`config.mk`:
```
export PLATFORM = sky130hd
export DESIGN_NAME = sync_fifo
export DESIGN_NICKNAME = d
export VERILOG_FILES = /design/src/rtl/fifo_pkg.sv /design/src/rtl/fifo_mem.sv /design/src/rtl/sync_fifo.sv
export SDC_FILE = /design/constraint.sdc
export NUM_CORES = 1
export LEC_CHECK = 0
export BUFFER_PORTS_ARGS = -buffer_cell sky130_fd_sc_hd__buf_2
export CORE_AREA = 2 2 113 143
export CTS_CLUSTER_DIAMETER = 60
export CTS_CLUSTER_SIZE = 20
export DETAILED_ROUTE_END_ITERATION = 6
export DIE_AREA = 0 0 115 145
export GPL_ROUTABILITY_DRIVEN = 0
export PLACE_DENSITY = 0.64
export SLEW_MARGIN = 15
export SYNTH_ARGS = -nofsm -noshare
export SYNTH_HDL_FRONTEND = slang
export SYNTH_SLANG_ARGS = --single-unit
export TNS_END_PERCENT = 5
```
`constraint.sdc`:
```
create_clock -name clk -period 7.45 [get_ports clk]
set_input_delay 2.235 -clock clk [delete_from_list [all_inputs] [get_ports clk]]
set_output_delay 2.235 -clock clk [all_outputs]
set_load 0.01 [all_outputs]
```
`src/rtl/fifo_pkg.sv`:
```
// Shared FIFO defaults, depth derivation and the status-flag bundle used by every FIFO variant.
// Declarations only: no logic, no latency, no flow control.
package fifo_pkg;

  localparam int DATASIZE_DEF  = 8;
  localparam int ADDRSIZE_DEF  = 4;
  localparam int AFULL_TH_DEF  = 14;
  localparam int AEMPTY_TH_DEF = 2;

  function automatic int depth_of(input int addrsize);
    return 1 << addrsize;
  endfunction

  typedef struct packed {
    logic full;
    logic empty;
    logic almost_full;
    logic almost_empty;
  } fifo_flags_t;

endpackage

```
`src/rtl/fifo_mem.sv`:
```
// Dual-port FIFO storage: the write lands on the clock edge, the read is combinational from raddr.
// No reset and no flow control; the owner gates we and keeps raddr pointing at live data.
module fifo_mem
  import fifo_pkg::*;
#(
  parameter int DATASIZE = DATASIZE_DEF,
  parameter int ADDRSIZE = ADDRSIZE_DEF
) (
  input  logic                clk,
  input  logic                we,
  input  logic [ADDRSIZE-1:0] waddr,
  input  logic [DATASIZE-1:0] wdata,
  input  logic [ADDRSIZE-1:0] raddr,
  output logic [DATASIZE-1:0] rdata
);

  localparam int DEPTH = depth_of(ADDRSIZE);

  logic [DATASIZE-1:0] mem [DEPTH];

  always_ff @(posedge clk) begin
    if (we) mem[waddr] <= wdata;
  end

  assign rdata = mem[raddr];

endmodule

```
`src/rtl/sync_fifo.sv`:
```
// Single-clock FIFO; registered read (data one cycle after the read edge) or first-word-fall-through.
// Writes while full and reads while empty are dropped and flagged by one-cycle overflow/underflow pulses.
module sync_fifo
  import fifo_pkg::*;
#(
  parameter int DATASIZE  = DATASIZE_DEF,
  parameter int ADDRSIZE  = ADDRSIZE_DEF,
  parameter int AFULL_TH  = AFULL_TH_DEF,
  parameter int AEMPTY_TH = AEMPTY_TH_DEF,
  parameter int FWFT      = 0
) (
  input  logic                clk,
  input  logic                rst,
  input  logic                winc,
  input  logic [DATASIZE-1:0] wdata,
  input  logic                rinc,
  output logic [DATASIZE-1:0] rdata,
  output logic                full,
  output logic                empty,
  output logic                almost_full,
  output logic                almost_empty,
  output logic [ADDRSIZE:0]   count,
  output logic                overflow,
  output logic                underflow
);

  localparam int PW = ADDRSIZE + 1;
  localparam int DEPTH = depth_of(ADDRSIZE);
  localparam logic [ADDRSIZE:0] DEPTH_C  = PW'(DEPTH);
  localparam logic [ADDRSIZE:0] AFULL_C  = PW'(AFULL_TH);
  localparam logic [ADDRSIZE:0] AEMPTY_C = PW'(AEMPTY_TH);
  localparam logic [ADDRSIZE:0] PTR_ONE  = PW'(1);

  logic [ADDRSIZE:0]   wptr;
  logic [ADDRSIZE:0]   rptr;
  logic [ADDRSIZE:0]   occ;
  fifo_flags_t         flags;
  logic                wr_acc;
  logic                rd_acc;
  logic [DATASIZE-1:0] mem_rdata;
  logic [DATASIZE-1:0] rdata_q;
  logic                overflow_q;
  logic                underflow_q;

  // Pointers carry an extra wrap bit, so the modular difference is the true occupancy.
  assign occ = wptr - rptr;

  always_comb begin
    flags              = '0;
    flags.full         = (occ == DEPTH_C);
    flags.empty        = (occ == '0);
    flags.almost_full  = (occ >= AFULL_C);
    flags.almost_empty = (occ <= AEMPTY_C);
  end

  // Acceptance uses the flags from before the edge, so a read never makes room for a same-cycle write.
  assign wr_acc = rst & winc & ~flags.full;
  assign rd_acc = rst & rinc & ~flags.empty;

  always_ff @(posedge clk) begin
    if (!rst) begin
      wptr        <= '0;
      rptr        <= '0;
      rdata_q     <= '0;
      overflow_q  <= 1'b0;
      underflow_q <= 1'b0;
    end else begin
      if (wr_acc) wptr <= wptr + PTR_ONE;
      if (rd_acc) begin
        rptr    <= rptr + PTR_ONE;
        rdata_q <= mem_rdata;
      end
      overflow_q  <= winc & flags.full;
      underflow_q <= rinc & flags.empty;
    end
  end

  fifo_mem #(
    .DATASIZE(DATASIZE),
    .ADDRSIZE(ADDRSIZE)
  ) u_mem (
    .clk  (clk),
    .we   (wr_acc),
    .waddr(wptr[ADDRSIZE-1:0]),
    .wdata(wdata),
    .raddr(rptr[ADDRSIZE-1:0]),
    .rdata(mem_rdata)
  );

  // In fall-through mode the head word is shown directly; forced to zero while empty for determinism.
  always_comb begin
    rdata = rdata_q;
    if (FWFT != 0) rdata = flags.empty ? '0 : mem_rdata;
  end

  assign full         = flags.full;
  assign empty        = flags.empty;
  assign almost_full  = flags.almost_full;
  assign almost_empty = flags.almost_empty;
  assign count        = occ;
  assign overflow     = overflow_q;
  assign underflow    = underflow_q;

endmodule
```
==> results.json <==
{
  "max_freq_mhz": 168.9,
  "setup_ws_ns": 1.531,
  "cts.sinks": 148,
  "std_cell_rows": 51,
  "core_area_mm2": 0.01531,
  "min-delay-path-class": "reg2reg",
  "vdd_drop_max_mv": 0.1474,
  "synth_top_area_share": 0.6359,
  "nets": 399,
  "holdPathStages": 2,
  "cts_made_buffers": 17,
  "holdWs_ns": 0.4822,
  "cts-htree-levels": 4,
  "worstHoldStart": "rptr[4]",
  "synth_area_leaders": "edfxtp_1, mux4_2, dfxtp_1, o221ai_1, ha_1",
  "syn_to_final_growth_pct": 14.34,
  "post-dp-hpwl_mm": 7.748,
  "period_share": 0.7945,
  "worstSetupPathType": "reg2out",
  "grt_max_degree": 37,
  "met3_usage": 0.03425,
  "dieWidth_um": 115,
  "place.port_buffers": 30,
  "skew_ns": 0.007544,
  "drt-pass1-iter-count": 4,
  "dp_slack_ns": 1.933,
  "cts_root_buffer": "clkbuf_16",
  "clkTransAtPathRegs_ns": 0.06,
  "arrival_ns": 3.68,
  "p_leak_nw": 2.317,
  "num_vias": 3157,
  "status": "finished clean",
  "report.final.hold_viol_count": 0,
  "reg2reg_setup_slack_ns": 3.02,
  "yosys.area.top_type": "edfxtp_1",
  "grtUsageMet2": 0.2462,
  "setup_violations": 0,
  "drv_slew": 0,
  "ctsResizeCount": 0,
  "holdPathEnd": "rptr[4]",
  "grt_busiest_layer": "met2",
  "tightest_slew_ns": 0.9747,
  "cts_buffer_depth": 2,
  "ios": 31,
  "reg2reg_from": "rptr[1]",
  "crit_fanout": 21,
  "dieArea_mm2": 0.01668,
  "die_height_um": 145,
  "max_slew_margin": 0.3493,
  "hold_buffers": 0,
  "initial_utilization": 0.3947,
  "grt_usage": 0.1546,
  "cts_tree": "yes",
  "postLayoutCoreUtil": 0.4513,
  "grt-ovfl-total": 0,
  "synth.avg_cell_area_um2": 17.73,
  "viasPerCell": 5.490,
  "synth_edf_count": 128,
  "start_kind": "flip-flop",
  "ys_warn_count": 0,
  "wire_per_inst_um": 20.73,
  "grt_pass1_wl_mm": 18.50,
  "drc": 0,
  "final_antenna_net_count": 0,
  "p_per_area_mw_per_mm2": 349.5,
  "final_cells": 575,
  "ys_seq_area_frac": 0.7021,
  "use_met1": 0.1964,
  "worstSkewPairLatency_ns": 0.42,
  "finalWirelength_mm": 11.92,
  "netlist_area_mm2": 0.006045,
  "drive_gt1_frac": 0.2718,
  "ys_seq_elements": 148,
  "postSynthCellCount": 341,
  "dp_cells": 543,
  "antenna_found_initial": 0,
  "drv_cap": 0,
  "crit_required_ns": 5.22,
  "setup_tns_ns": 0,
  "ys_types": 43,
  "diodes": 0,
  "syn_nets": 363,
  "grt_pass1_vias": 3183,
  "r2r_cells": 8,
  "rsz0062_at_grt": "no",
  "worstReg2RegEnd": "u_mem.mem[12][0]",
  "min_period_ns": 5.919,
  "drtIter0Drc": 245,
  "async_flop_share": 0,
  "cts_setup_buffers": 0,
  "synthFlopType": "edfxtp_1",
  "cp-end-kind": "output pin"
}
## layer usage
| metal | vias up | part of all wire |
|---|---|---|
| li1 | 1457 | - |
| met1 | 1591 | 0.43 |
| met2 | 88 | 0.50 |
| met3 | 21 | 0.044 |
| met4 | 0 | 0.025 |
| met5 | - | 0 |
## placed cells by master (no fill, tap or decap), types with 3 or more instances in the layout
cell type | Yosys | routed
mux4_2 | 32 | 32
inv_6 | 0 | 5
nand2_1 | 29 | 29
nor2_1 | 3 | 3
ha_1 | 9 | 9
or3_1 | 6 | 6
inv_1 | 9 | 9
clkinv_4 | 0 | 3
clkbuf_16 | 0 | 17
o22a_1 | 7 | 7
and3_1 | 12 | 12
buf_2 | 6 | 30
and2_1 | 5 | 5
o221ai_1 | 15 | 15
a21oi_1 | 6 | 6
edfxtp_1 | 128 | 128
dfxtp_1 | 20 | 19
mux2i_1 | 11 | 11
## synth_stat cells (2+ instances only)
cell	n
a211oi_1	2
nand2_1	29
xnor2_1	2
clkbuf_1	7
o22a_1	7
and3_1	12
o22ai_1	2
and2_1	5
inv_1	9
dfxtp_1	20
ha_1	9
o221ai_1	15
nand2b_1	2
nand3_1	2
nor2_1	3
or3_1	6
mux2i_1	11
nor4_1	2
buf_2	6
mux4_2	32
nor2b_1	2
or3_2	2
edfxtp_1	128
nand4_1	2
a21oi_1	6
## kinds of logic after synthesis
| family | share of synthesized area |
|---|---|
| DFF | 0.7021 |
| buffers and inverters | 0.01904 |
| muxes | 0.1393 |
| adders and majority gates | 0.02194 |
| AOI/OAI and AO/OA | 0.05009 |
| and+or+nand+nor | 0.06044 |
| xor gates and xnor gates | 0.007039 |
## critical path, stage by stage (launching register included)
cell,delay [ns]
dfxtp_1,0.96
inv_1,0.28
fa_1,0.51
a21o_2,0.23
a21oi_2,0.18
xor2_2,0.33
inv_2,0.20
a2111oi_0,0.37
buf_2,0.20
## cell type report
class / instances / area [um^2]
Fill cell: 1316 / 8403
Inverter: 10 / 37.54
Timing Repair Buffer: 32 / 165.2
Clock inverter: 15 / 121.4
Tap cell: 185 / 231.5
Sequential cell: 148 / 4245
Multi-Input combinational cell: 168 / 1685
Clock buffer: 17 / 425.4
## power by group
| group | total, mW | switching (mW) | internal, mW |
|---|---|---|---|
| logic | 0.649 | 0.365 | 0.284 |
| clock network | 0.780 | 0.346 | 0.433 |
| registers | 0.986 | 0.0392 | 0.947 |
| total | 2.42 | 0.751 | 1.66 |
## metrics by stage
stage               power [mW]  cell area, um^2
global route             2.532             6912
CTS                      2.434             6912
finish                   2.416             6912
floorplan                1.474             6045
detailed placement       1.657             6365
global placement         1.644             6365
## registers in the layout, summed over array words and instances (netlist names)
register / flops
overflow: 1
u_mem.mem: 128
underflow: 1
rdata: 8
rptr: 5
wptr: 5
## how the worst max path moves through the flow
stage | from | endpoint
4_1_cts | rptr[1] | almost_empty
6_report | rptr[1] | almost_empty
5_1_grt | rptr[1] | almost_empty
2_1_floorplan | rptr[1] | almost_empty
3_3_place_gp | rptr[1] | almost_empty
3_5_place_dp | rptr[1] | almost_empty
(Power assumes the default switching activity.)
